$ cat config.mk
export PLATFORM = sky130hd
export DESIGN_NAME = camera_capture_window
export DESIGN_NICKNAME = d
export VERILOG_FILES = /design/src/rtl/camera_capture_window.sv
export SDC_FILE = /design/constraint.sdc
export NUM_CORES = 1
export LEC_CHECK = 0
export ABC_AREA = 0
export BUFFER_PORTS_ARGS = -buffer_cell sky130_fd_sc_hd__buf_2
export CAP_MARGIN = 25
export CORE_MARGIN = 5
export CORE_UTILIZATION = 55
export DETAILED_ROUTE_END_ITERATION = 8
export GPL_ROUTABILITY_DRIVEN = 0
export PLACE_DENSITY = 0.84
export SLEW_MARGIN = 0
export SYNTH_ARGS = -nofsm -noshare
export SYNTH_HDL_FRONTEND = slang
export SYNTH_SLANG_ARGS = --single-unit
$ cat constraint.sdc
create_clock -name clock_pixel_in -period 6.14 [get_ports clock_pixel_in]
set_input_delay 0.614 -clock clock_pixel_in [delete_from_list [all_inputs] [get_ports clock_pixel_in]]
set_output_delay 0.614 -clock clock_pixel_in [all_outputs]
set_load 0.02 [all_outputs]
$ cat src/rtl/camera_capture_window.sv
// camera_capture_window: crops, decimates and packs one whole frame per capture request into 8-bit buffer writes.
module camera_capture_window #(
    parameter int PIXEL_WIDTH   = 10,
    parameter int COORD_WIDTH   = 12,
    parameter int ADDRESS_WIDTH = 18,
    parameter int BUFFER_DEPTH  = 40000
) (
    input  logic                     clock_pixel_in,
    input  logic                     reset_pixel_in,
    input  logic [PIXEL_WIDTH-1:0]   pixel_red_data_in,
    input  logic [PIXEL_WIDTH-1:0]   pixel_green_data_in,
    input  logic [PIXEL_WIDTH-1:0]   pixel_blue_data_in,
    input  logic                     line_valid_in,
    input  logic                     frame_valid_in,
    input  logic [COORD_WIDTH-1:0]   x_start_in,
    input  logic [COORD_WIDTH-1:0]   x_end_in,
    input  logic [COORD_WIDTH-1:0]   y_start_in,
    input  logic [COORD_WIDTH-1:0]   y_end_in,
    input  logic [1:0]               decimation_in,
    input  logic [1:0]               format_in,
    input  logic                     capture_start_in,
    output logic                     capture_busy_out,
    output logic                     capture_done_out,
    output logic                     overflow_out,
    output logic [ADDRESS_WIDTH-1:0] bytes_written_out,
    output logic [ADDRESS_WIDTH-1:0] write_address_out,
    output logic [7:0]               write_data_out,
    output logic                     write_enable_out
);
    localparam int P = PIXEL_WIDTH;
    localparam int C = COORD_WIDTH;
    localparam logic [1:0] S_IDLE = 2'd0, S_ARMED = 2'd1, S_CAPTURE = 2'd2, S_DRAIN = 2'd3;
    localparam logic [ADDRESS_WIDTH:0] DEPTH = (ADDRESS_WIDTH+1)'(BUFFER_DEPTH);
    logic [1:0]     r_state;
    logic           r_fv_d, r_lv_d;
    logic [C-1:0]   r_x, r_y, r_xs, r_xe, r_ys, r_ye;
    logic [1:0]     r_dec;
    logic           r_gray;
    logic           r_s1_sel;
    logic [7:0]     r_s1_byte;
    logic [C-1:0]   w_mask, w_dx, w_dy;
    logic           w_sel, w_full, w_wr;
    logic [P+1:0]   w_sum;
    logic [P+9:0]   w_sum_top;
    logic [7:0]     w_byte;
    always_comb begin
        w_mask    = (r_dec == 2'd1) ? C'(1) : (r_dec == 2'd2) ? C'(3) : '0;
        w_dx      = r_x - r_xs;
        w_dy      = r_y - r_ys;
        w_sel     = frame_valid_in && line_valid_in && r_x >= r_xs && r_x < r_xe &&
                    r_y >= r_ys && r_y < r_ye && (w_dx & w_mask) == '0 && (w_dy & w_mask) == '0;
        w_sum     = (P+2)'(pixel_red_data_in) + ((P+2)'(pixel_green_data_in) << 1) + (P+2)'(pixel_blue_data_in);
        // top eight bits of the sum, zero-padded below for narrow pixels
        w_sum_top = {w_sum, 8'd0} >> (P+2);
        w_byte    = r_gray ? w_sum_top[7:0] :
                    {pixel_red_data_in[P-1:P-3], pixel_green_data_in[P-1:P-3], pixel_blue_data_in[P-1:P-2]};
        w_full    = {1'b0, bytes_written_out} == DEPTH;
        w_wr      = r_s1_sel && !w_full;
        capture_busy_out = r_state != S_IDLE;
    end
    always_ff @(posedge clock_pixel_in or posedge reset_pixel_in) begin
        if (reset_pixel_in) begin
            r_state           <= S_IDLE;
            r_fv_d            <= 1'b0;
            r_lv_d            <= 1'b0;
            r_x               <= '0;
            r_y               <= '0;
            r_xs              <= '0;
            r_xe              <= '0;
            r_ys              <= '0;
            r_ye              <= '0;
            r_dec             <= '0;
            r_gray            <= 1'b0;
            r_s1_sel          <= 1'b0;
            r_s1_byte         <= '0;
            capture_done_out  <= 1'b0;
            overflow_out      <= 1'b0;
            bytes_written_out <= '0;
            write_address_out <= '0;
            write_data_out    <= '0;
            write_enable_out  <= 1'b0;
        end else begin
            r_fv_d           <= frame_valid_in;
            r_lv_d           <= line_valid_in;
            r_x              <= !line_valid_in ? '0 : (frame_valid_in && !(&r_x)) ? r_x + 1'b1 : r_x;
            r_y              <= !frame_valid_in ? '0 : (r_lv_d && !line_valid_in && !(&r_y)) ? r_y + 1'b1 : r_y;
            r_s1_sel         <= w_sel && r_state == S_CAPTURE;
            r_s1_byte        <= w_byte;
            write_enable_out <= w_wr;
            if (w_wr) begin
                write_address_out <= bytes_written_out;
                write_data_out    <= r_s1_byte;
                bytes_written_out <= bytes_written_out + 1'b1;
            end
            if (r_s1_sel && w_full)
                overflow_out <= 1'b1;
            case (r_state)
                S_IDLE: if (capture_start_in) begin
                    r_state           <= S_ARMED;
                    capture_done_out  <= 1'b0;
                    overflow_out      <= 1'b0;
                    bytes_written_out <= '0;
                    r_xs              <= x_start_in;
                    r_xe              <= x_end_in;
                    r_ys              <= y_start_in;
                    r_ye              <= y_end_in;
                    r_dec             <= decimation_in;
                    r_gray            <= format_in == 2'd1;
                end
                S_ARMED:   r_state <= (frame_valid_in && !r_fv_d) ? S_CAPTURE : S_ARMED;
                S_CAPTURE: r_state <= frame_valid_in ? S_CAPTURE : S_DRAIN;
                default: begin
                    r_state          <= S_IDLE;
                    capture_done_out <= 1'b1;
                end
            endcase
        end
    end
endmodule

Word-level counts from Yosys, hierarchy flattened
Index checks and enable logic that the tools add are counted.
{"block": "word_totals", "out_inout_bits": 48, "elab_cells": 89, "regBits": 135}
{"block": "op_classes", "bitwise_logic": 3, "magnitude_cmp": 4, "addsub": 7, "reduce_logical": 28, "n_eq_ne": 9, "mux": 19}
{"op": "$mux W18", "n": 3}
{"op": "$mux W12", "n": 4}
{"op": "$add A12 B1 Y12 const B", "n": 2}
{"op": "$and A12 B2 Y12", "n": 2}
{"op": "$ge A12 B12 Y1", "n": 2}
{"op": "$logic_not A12 Y1", "n": 2}
{"op": "$lt A12 B12 Y1", "n": 2}
{"op": "$reduce_and A12 Y1", "n": 2}
{"op": "$sub A12 B12 Y12", "n": 2}
{"op": "$add A18 B1 Y18 const B", "n": 1}
{"op": "$eq A18 B16 Y1 const B", "n": 1}
{"op": "$logic_and A1 B1 Y1", "n": 14}
{"op": "$add A10 B11 Y12", "n": 1}
{"op": "$add A12 B10 Y12", "n": 1}
{"op": "$mux W2", "n": 4}
{"op": "$mux W8", "n": 1}
{"op": "$eq A2 B1 Y1 const B", "n": 3}
{"op": "$pmux W2 S3", "n": 1}
{"op": "$logic_not A1 Y1", "n": 5}
{"op": "$mux W1", "n": 5}
{"op": "$eq A2 B2 Y1 const B", "n": 2}
{"op": "$ne A2 B1 Y1 const B", "n": 2}
{"op": "$reduce_and A2 Y1", "n": 2}
{"op": "$logic_not A2 Y1", "n": 1}
{"op": "other kinds (5)", "n": 5}

Logic depth before layout (Yosys ltp)
Gate-level depths: netlist (run 1).
{"block": "logic_depth", "ltp_word": 8, "ltp_mapped": 9}

Worst setup path after synthesis (run 1)
OpenSTA, ideal clock, no wires.
{"block": "synth_path", "kind": "input to register", "startpoint": "in pixel_red_data_in[3]", "endpoint": "reg r_s1_byte[6]", "path_stages": 9, "t_arrival_ps": 2524, "path_slack_ps": 3500, "path_buffers": 0, "cell_sequence": "inv_1 > fa_1 > inv_1 > ha_1 > nor3_1 > a211oi_1 > a21o_1 > a21oi_1 > o311ai_0"}
{"block": "synth_via", "elab_chain_len": 3}
{"item": "from (decl)", "line": "10", "source": "input logic [PIXEL_WIDTH-1:0] pixel_red_data_in,"}
{"item": "$add A10 B11 Y12", "line": "52", "source": "w_sum = (P+2)'(pixel_red_data_in) + ((P+2)'(pixel_green_data_in) << 1) + (P+2)'(pixel_blue_data_in);"}
{"item": "$add A12 B10 Y12", "line": "52"}
{"item": "$mux W8", "line": "55", "source": "w_byte = r_gray ? w_sum_top[7:0] :"}
{"item": "via w_byte[6]", "line": "45", "source": "logic [7:0] w_byte;"}
{"item": "to (signal assigned)", "line": "88", "source": "r_s1_byte <= w_byte;"}
{"item": "to (decl)", "line": "40", "source": "logic [7:0] r_s1_byte;"}
The timed path passes the listed nets, and every way through them passes these cells.
A chain may end at the register's enable or synchronous reset.

Final worst setup path (run 1)
{"block": "layout_path", "startpoint": "reg bytes_written_out[0]", "endpoint": "reg write_address_out[13]"}
{"block": "layout_via", "elab_chain_len": 3}
{"item": "from (decl)", "line": "25", "source": "output logic [ADDRESS_WIDTH-1:0] bytes_written_out,"}
{"item": "from (signal assigned)", "line": "93", "source": "bytes_written_out <= bytes_written_out + 1'b1;"}
{"item": "$eq A18 B16 Y1", "line": "57", "source": "w_full = {1'b0, bytes_written_out} == DEPTH;"}
{"item": "$logic_not A1 Y1", "line": "58", "source": "w_wr = r_s1_sel && !w_full;"}
{"item": "$logic_and A1 B1 Y1", "line": "58"}
{"item": "to (signal assigned)", "line": "91", "source": "write_address_out <= bytes_written_out;"}
{"item": "to (decl)", "line": "26", "source": "output logic [ADDRESS_WIDTH-1:0] write_address_out,"}
No other way between the ends.

==> results of run 1 <==
==> per-stage QoR <==
step	instances	setup slack, ns	hold slack [ns]
after global routing	1087	3.17	0.383
final	1087	3.32	0.320
after floorplan	764	1.91	0.414
after global placement	1055	3.18	0.418
after detailed placement	1055	3.03	0.423
after CTS	1087	3.34	0.371
==> synth_stat cells, types with 3 or more instances <==
cell type,number,area share
a2111oi_0,4,0.0047
a211oi_1,10,0.010
a21boi_0,4,0.0040
a21o_1,6,0.0061
a21oi_1,28,0.019
and2_1,7,0.0059
and3_1,5,0.0042
and4_1,4,0.0047
buf_2,4,0.0027
clkbuf_1,15,0.0076
dfrtp_1,135,0.46
fa_1,11,0.030
ha_1,64,0.11
inv_1,73,0.037
mux2_2,8,0.012
mux2_4,8,0.016
nand2_1,125,0.063
nand2b_1,4,0.0034
nand3_1,17,0.011
nand4_1,9,0.0076
nor2_1,35,0.018
nor3_1,10,0.0067
nor3b_1,4,0.0040
nor4_1,5,0.0042
o2111ai_1,4,0.0047
o211ai_1,5,0.0051
o21a_1,3,0.0030
o21ai_0,73,0.049
o31ai_1,7,0.0071
or3_1,10,0.0084
or4_1,6,0.0061
xnor2_1,23,0.027
==> sequential cells by signal (all words and copies together), names as in the netlist, 2 cells and up <==
name               count
r_ye                  12
r_state                2
r_ys                  12
bytes_written_out     18
write_address_out     18
r_xs                  12
r_s1_byte              8
r_xe                  12
r_x                   12
write_data_out         8
r_dec                  2
r_y                   12
==> report_power, final <==
| group | switching (mW) | internal [mW] | leakage (nW) | total (mW) |
|---|---|---|---|---|
| registers | 0.0739 | 1.08 | 1.77 | 1.16 |
| logic | 0.487 | 0.303 | 2.32 | 0.791 |
| clock network | 0.385 | 0.729 | 0.309 | 1.11 |
==> cell families (layout without fill, tap and decap cells) <==
group	Yosys count	count (layout)	share of synthesized area
buf+inv	95	242	0.0490
compound gates	162	162	0.135
xor+xnor	25	25	0.0295
flops	135	135	0.455
mux	18	18	0.0310
fa+ha+maj	75	75	0.138
simple gates	254	254	0.163
==> layer usage <==
| metal | up-vias | track usage | wire length [um] | part of all wire |
|---|---|---|---|---|
| met5 | - | 0 | 0 | 0 |
| met4 | 0 | 0.0694 | 258 | 0.015 |
| met3 | 23 | 0.0500 | 677 | 0.040 |
| met2 | 132 | 0.356 | 8350 | 0.50 |
| met1 | 2858 | 0.290 | 7580 | 0.45 |
| li1 | 2918 | - | - | - |
==> worst max-delay path: cells and delay by family, from the launching register on <==
family,cells,cell delay (ns)
AND/OR/NAND/NOR,2,0.90
AO/OA/AOI/OAI,1,0.52
multiplexers,1,0.35
flip-flops,1,0.42
adder cells (fa/ha/maj),1,0.15
buffers and inverters,2,0.35
==> final timing paths <==
check                                     endpoint            startpoint  depth (start not counted)  slack, ns
max in group asynchronous                  r_ye[6]        reset_pixel_in                          3       4.42
min in group clock_pixel_in               r_dec[1]      decimation_in[1]                          3       0.38
max                          write_address_out[13]  bytes_written_out[0]                          7       3.32
max reg2reg                  write_address_out[13]  bytes_written_out[0]                          7       3.32
min reg2reg                      write_data_out[1]          r_s1_byte[1]                          2       0.44
min                                        r_xs[8]        reset_pixel_in                          2       0.32
==> layout make-up <==
type,instances,share of cell area
multi-input cells,534,0.415
flip-flops and latches,135,0.380
repair buffers,136,0.0770
clock inverters,13,0.0226
well taps,176,0.0247
inverters,74,0.0318
clock buffers,19,0.0498
==> flow_metrics.env, run 1 <==
export IMPL_cp_max_fo=25
export IMPL_final_util=0.672
export IMPL_cts_hold_buf=0
export IMPL_cts_resized=0
export IMPL_rsz0062_at_grt="false"
export IMPL_slew_viol_final=0
export IMPL_slowest_stage="o21ai_4"
export IMPL_finalCriticalPeriod_ns=2.82
export IMPL_drt_iter0_markers=403
export IMPL_synth_edf_count=0
export IMPL_drt_total_wl_um=16900
export IMPL_setup_viol=0
export IMPL_dp_hpwl_um=12300
export IMPL_ys_seq_elements=135
export IMPL_dr_pass1_iters=5
export IMPL_drive_gt1_frac=0.210
export IMPL_max_cap_violations=0
export IMPL_holdCritPathClass="in2async"
export IMPL_clock_sinks=135
export IMPL_fp_dieW_um=126
export IMPL_avgSynthCellArea_um2=9.72
export IMPL_clk_pin_slew_ns=0.06
export IMPL_critPathLaunchType="register"
export IMPL_synth_flop_cell="dfrtp_1"
export IMPL_seq_area_frac_synth=0.455
export IMPL_synth_cells=764
export IMPL_wl_per_cell_um=15.5
export IMPL_grt_pass1_vias=5974
export IMPL_drc=0
export IMPL_nets=1060
export IMPL_multi_input_area_um2=3690
export IMPL_final_common_cell="dfrtp_1"
export IMPL_cts_tree="yes"
export IMPL_tightestPinTransition_ns=0.883
export IMPL_stdcell_area_um2=8900
export IMPL_root_buffer="clkbuf_16"
export IMPL_diodes=0
export IMPL_arrival_ns=3.12
export IMPL_power_mw=3.06
export IMPL_critPathMaxStageDelay_ns=0.52
export IMPL_cts_buffers=17
export IMPL_finalHoldViolations=0
export IMPL_grt_usage=0.218
export IMPL_grt_pass1_wl_um=28200
export IMPL_coreArea_um2=13200
export IMPL_fin_setup_tns_ns=0
export IMPL_yosys_warnings=0
export IMPL_ff_latch_area_um2=3380
export IMPL_required_ns=6.44
export IMPL_syn_to_final_growth_pct=19.9
export IMPL_critPathCaptureType="register"
export IMPL_ir_drop_mv=0.225
export IMPL_port_buffer_count=134
export IMPL_vias=5931
export IMPL_clock_skew_ns=0.00678
export IMPL_std_cell_rows=42
export IMPL_clk_latency_ns=0.42
export IMPL_placed_area_um2=8260
export IMPL_cts_path_max_buffers=2
export IMPL_fin_crit_sh=0.459
export IMPL_synthDistinctLibCells=61
export IMPL_die_area_um2=15900
export IMPL_start_util=0.561
export IMPL_fillers=1098
export IMPL_syn_nets=926
export IMPL_critical_path_class="reg2reg"
export IMPL_h_tree_depth=4
export IMPL_outcome="complete, no violations"
export IMPL_p_leak_nw=4.40
export IMPL_chipHeight_um=126
export IMPL_vias_per_cell=5.46
export IMPL_p_per_area_nw_per_um2=344
export IMPL_postRouteAntennaNets=0
export IMPL_cts_setup_buffers=0
export IMPL_crit_chain="inv_1 > ha_1 > or4b_1 > or3_4 > o21ai_4 > inv_4 > mux2_4"
export IMPL_grt_remaining_overflow=0
export IMPL_num_io_pins=135
export IMPL_grt_max_degree=74
export IMPL_max_freq_mhz=355
export IMPL_slew_headroom=0.411
export IMPL_most_common_layout_cells="dfrtp_1 (135), buf_2 (134), nand2_1 (125)"
export IMPL_synth_area_um2=7420
export IMPL_ys_async_sr_fraction=1.00
export IMPL_antenna_found_initial=0
Power figures use the tool's default switching activity.
==> run 2: changes to the inputs <==
--- a/config.mk
+++ b/config.mk
@@ -9,10 +9,10 @@
 export BUFFER_PORTS_ARGS = -buffer_cell sky130_fd_sc_hd__buf_2
 export CAP_MARGIN = 25
 export CORE_MARGIN = 5
-export CORE_UTILIZATION = 55
+export CORE_UTILIZATION = 51
 export DETAILED_ROUTE_END_ITERATION = 8
 export GPL_ROUTABILITY_DRIVEN = 0
-export PLACE_DENSITY = 0.84
+export PLACE_DENSITY = 0.82
 export SLEW_MARGIN = 0
 export SYNTH_ARGS = -nofsm -noshare
 export SYNTH_HDL_FRONTEND = slang
==> constraint.sdc (replaced) <==
create_clock -name clock_pixel_in -period 2.5 [get_ports clock_pixel_in]
set_input_delay 0.25 -clock clock_pixel_in [delete_from_list [all_inputs] [get_ports clock_pixel_in]]
set_output_delay 0.25 -clock clock_pixel_in [all_outputs]
set_load 0.02 [all_outputs]
==> flow_metrics.env, run 2 (synthesis results as in run 1) <==
export IMPL_holdCritPathClass="in2reg"
export IMPL_cp_max_fo=24
export IMPL_h_tree_depth=4
export IMPL_startpoint="bytes_written_out[1]"
export IMPL_min_from="y_start_in[0]"
export IMPL_arrival_ns=2.65
export IMPL_vias=5934
export IMPL_dr_pass1_iters=5
export IMPL_postRouteAntennaNets=0
export IMPL_final_common_cell="dfrtp_1"
export IMPL_p_sw_frac=0.322
export IMPL_critPathCaptureType="register"
export IMPL_grt_pass1_vias=5779
export IMPL_chipHeight_um=131
export IMPL_timing_final_ws_setup_ns=0.154
export IMPL_clk_latency_ns=0.42
export IMPL_cts_setup_buffers=0
export IMPL_p_per_area_nw_per_um2=814
export IMPL_most_common_layout_cells="dfrtp_1 (135), buf_2 (134), nand2_1 (125)"
export IMPL_slowest_stage="or4b_1"
export IMPL_grt_remaining_overflow=0
export IMPL_fin_crit_sh=0.938
export IMPL_cts_resized=0
export IMPL_ir_drop_mv=0.557
export IMPL_power_mw=7.31
export IMPL_grt_usage=0.210
export IMPL_clk_pin_slew_ns=0.06
export IMPL_internal_power_mw=4.96
export IMPL_hold_slack_ns=0.0277
export IMPL_fillers=1223
export IMPL_grt_max_degree=71
export IMPL_num_io_pins=135
export IMPL_clock_skew_ns=0.00761
export IMPL_stdcell_area_um2=8980
export IMPL_placed_area_um2=8390
export IMPL_drt_total_wl_um=17100
export IMPL_fp_dieW_um=131
export IMPL_post_place_cells=1072
export IMPL_critPathLaunchType="register"
export IMPL_drt_iter0_markers=433
export IMPL_outcome="complete, no violations"
export IMPL_critical_path_class="reg2reg"
export IMPL_slew_viol_final=0
export IMPL_required_ns=2.80
export IMPL_port_buffer_count=134
export IMPL_syn_to_final_growth_pct=20.9
export IMPL_critPathMaxStageDelay_ns=0.45
export IMPL_max_cap_violations=0
export IMPL_cts_tree="yes"
export IMPL_pre_cts_slack_ns=-0.208
export IMPL_p_sw_mw=2.36
export IMPL_clkPwrFrac=0.339
export IMPL_finalHoldViolations=0
export IMPL_nets=1070
export IMPL_fin_setup_tns_ns=0
export IMPL_largestRegisters="bytes_written_out (18), write_address_out (18)"
export IMPL_antenna_found_initial=0
export IMPL_diodes=0
export IMPL_max_freq_mhz=426
export IMPL_die_area_um2=17100
export IMPL_start_util=0.515
export IMPL_p_leak_nw=4.44
export IMPL_wl_per_cell_um=15.5
export IMPL_rsz0062_at_grt="false"
export IMPL_grt_pass1_wl_um=28600
export IMPL_drc=0
export IMPL_tightestPinTransition_ns=0.670
export IMPL_cts_path_max_buffers=2
export IMPL_final_cells=1105
export IMPL_cts_buffers=17
export IMPL_seqPwrFrac=0.390
export IMPL_pwr_share_comb=0.271
export IMPL_slew_headroom=0.551
export IMPL_dp_hpwl_um=12600
export IMPL_root_buffer="clkbuf_16"
export IMPL_finalCriticalPeriod_ns=2.35
export IMPL_drive_gt1_frac=0.217
export IMPL_setup_viol=0
export IMPL_final_util=0.623
export IMPL_r2r_start="bytes_written_out[1]"
export IMPL_crit_chain="inv_1 > ha_1 > or4b_1 > or3_4 > o21ai_4 > buf_12 > mux2_2"
export IMPL_coreArea_um2=14400
export IMPL_vias_per_cell=5.37
export IMPL_std_cell_rows=44
export IMPL_clock_sinks=135
run 2: routing by layer:
layer	global-route usage	share of wire	vias up	wire length (um)
met3	0.0358	0.043	16	737
met5	0	0	-	0
met1	0.289	0.45	2846	7640
met4	0.0659	0.014	0	248
met2	0.344	0.50	135	8490
li1	-	-	2937	-
run 2: final timing paths:
path,to,slack [ns],depth (start not counted)
min in group asynchronous,r_ye[5],0.41,3
worst min register to register,write_data_out[4],0.44,2
worst max-delay path,write_address_out[17],0.15,7
worst min-delay path,r_ys[0],0.03,3
max in group asynchronous,r_x[5],1.43,4
worst max register to register,write_address_out[17],0.15,7
run 2: area by class of cell:
type                    instances  area [um^2]  area share
repair buffers                146          813      0.0906
inverters                      74          284      0.0316
flip-flops and latches        135         3380       0.376
well taps                     184          230      0.0256
clock inverters                12          128      0.0142
clock buffers                  20          457      0.0509
multi-input cells             534         3690       0.411
run 2: power groups by stage:
stage | logic [mW] | registers [mW] | clock network, mW
floorplan | 1.44 | 2.83 | 0
global placement | 1.91 | 2.87 | 0
detailed placement | 2.00 | 2.89 | 0
CTS | 2.02 | 2.85 | 2.51
global route | 2.33 | 2.90 | 2.61
finish | 1.98 | 2.85 | 2.48
run 2: critical path, delay by kind of cell, from the launching register on:
family	cells	cell delay, ns
simple gates	2	0.88
flops	1	0.41
mux	1	0.34
buf+inv	2	0.26
compound gates	1	0.20
fa+ha+maj	1	0.12
run 2: timing repair:
action / in CTS / in global routing
hold buffers: 1 / 0
setup endpoints to repair: 0 / 0
endpoints found under the hold margin: 16 / 0
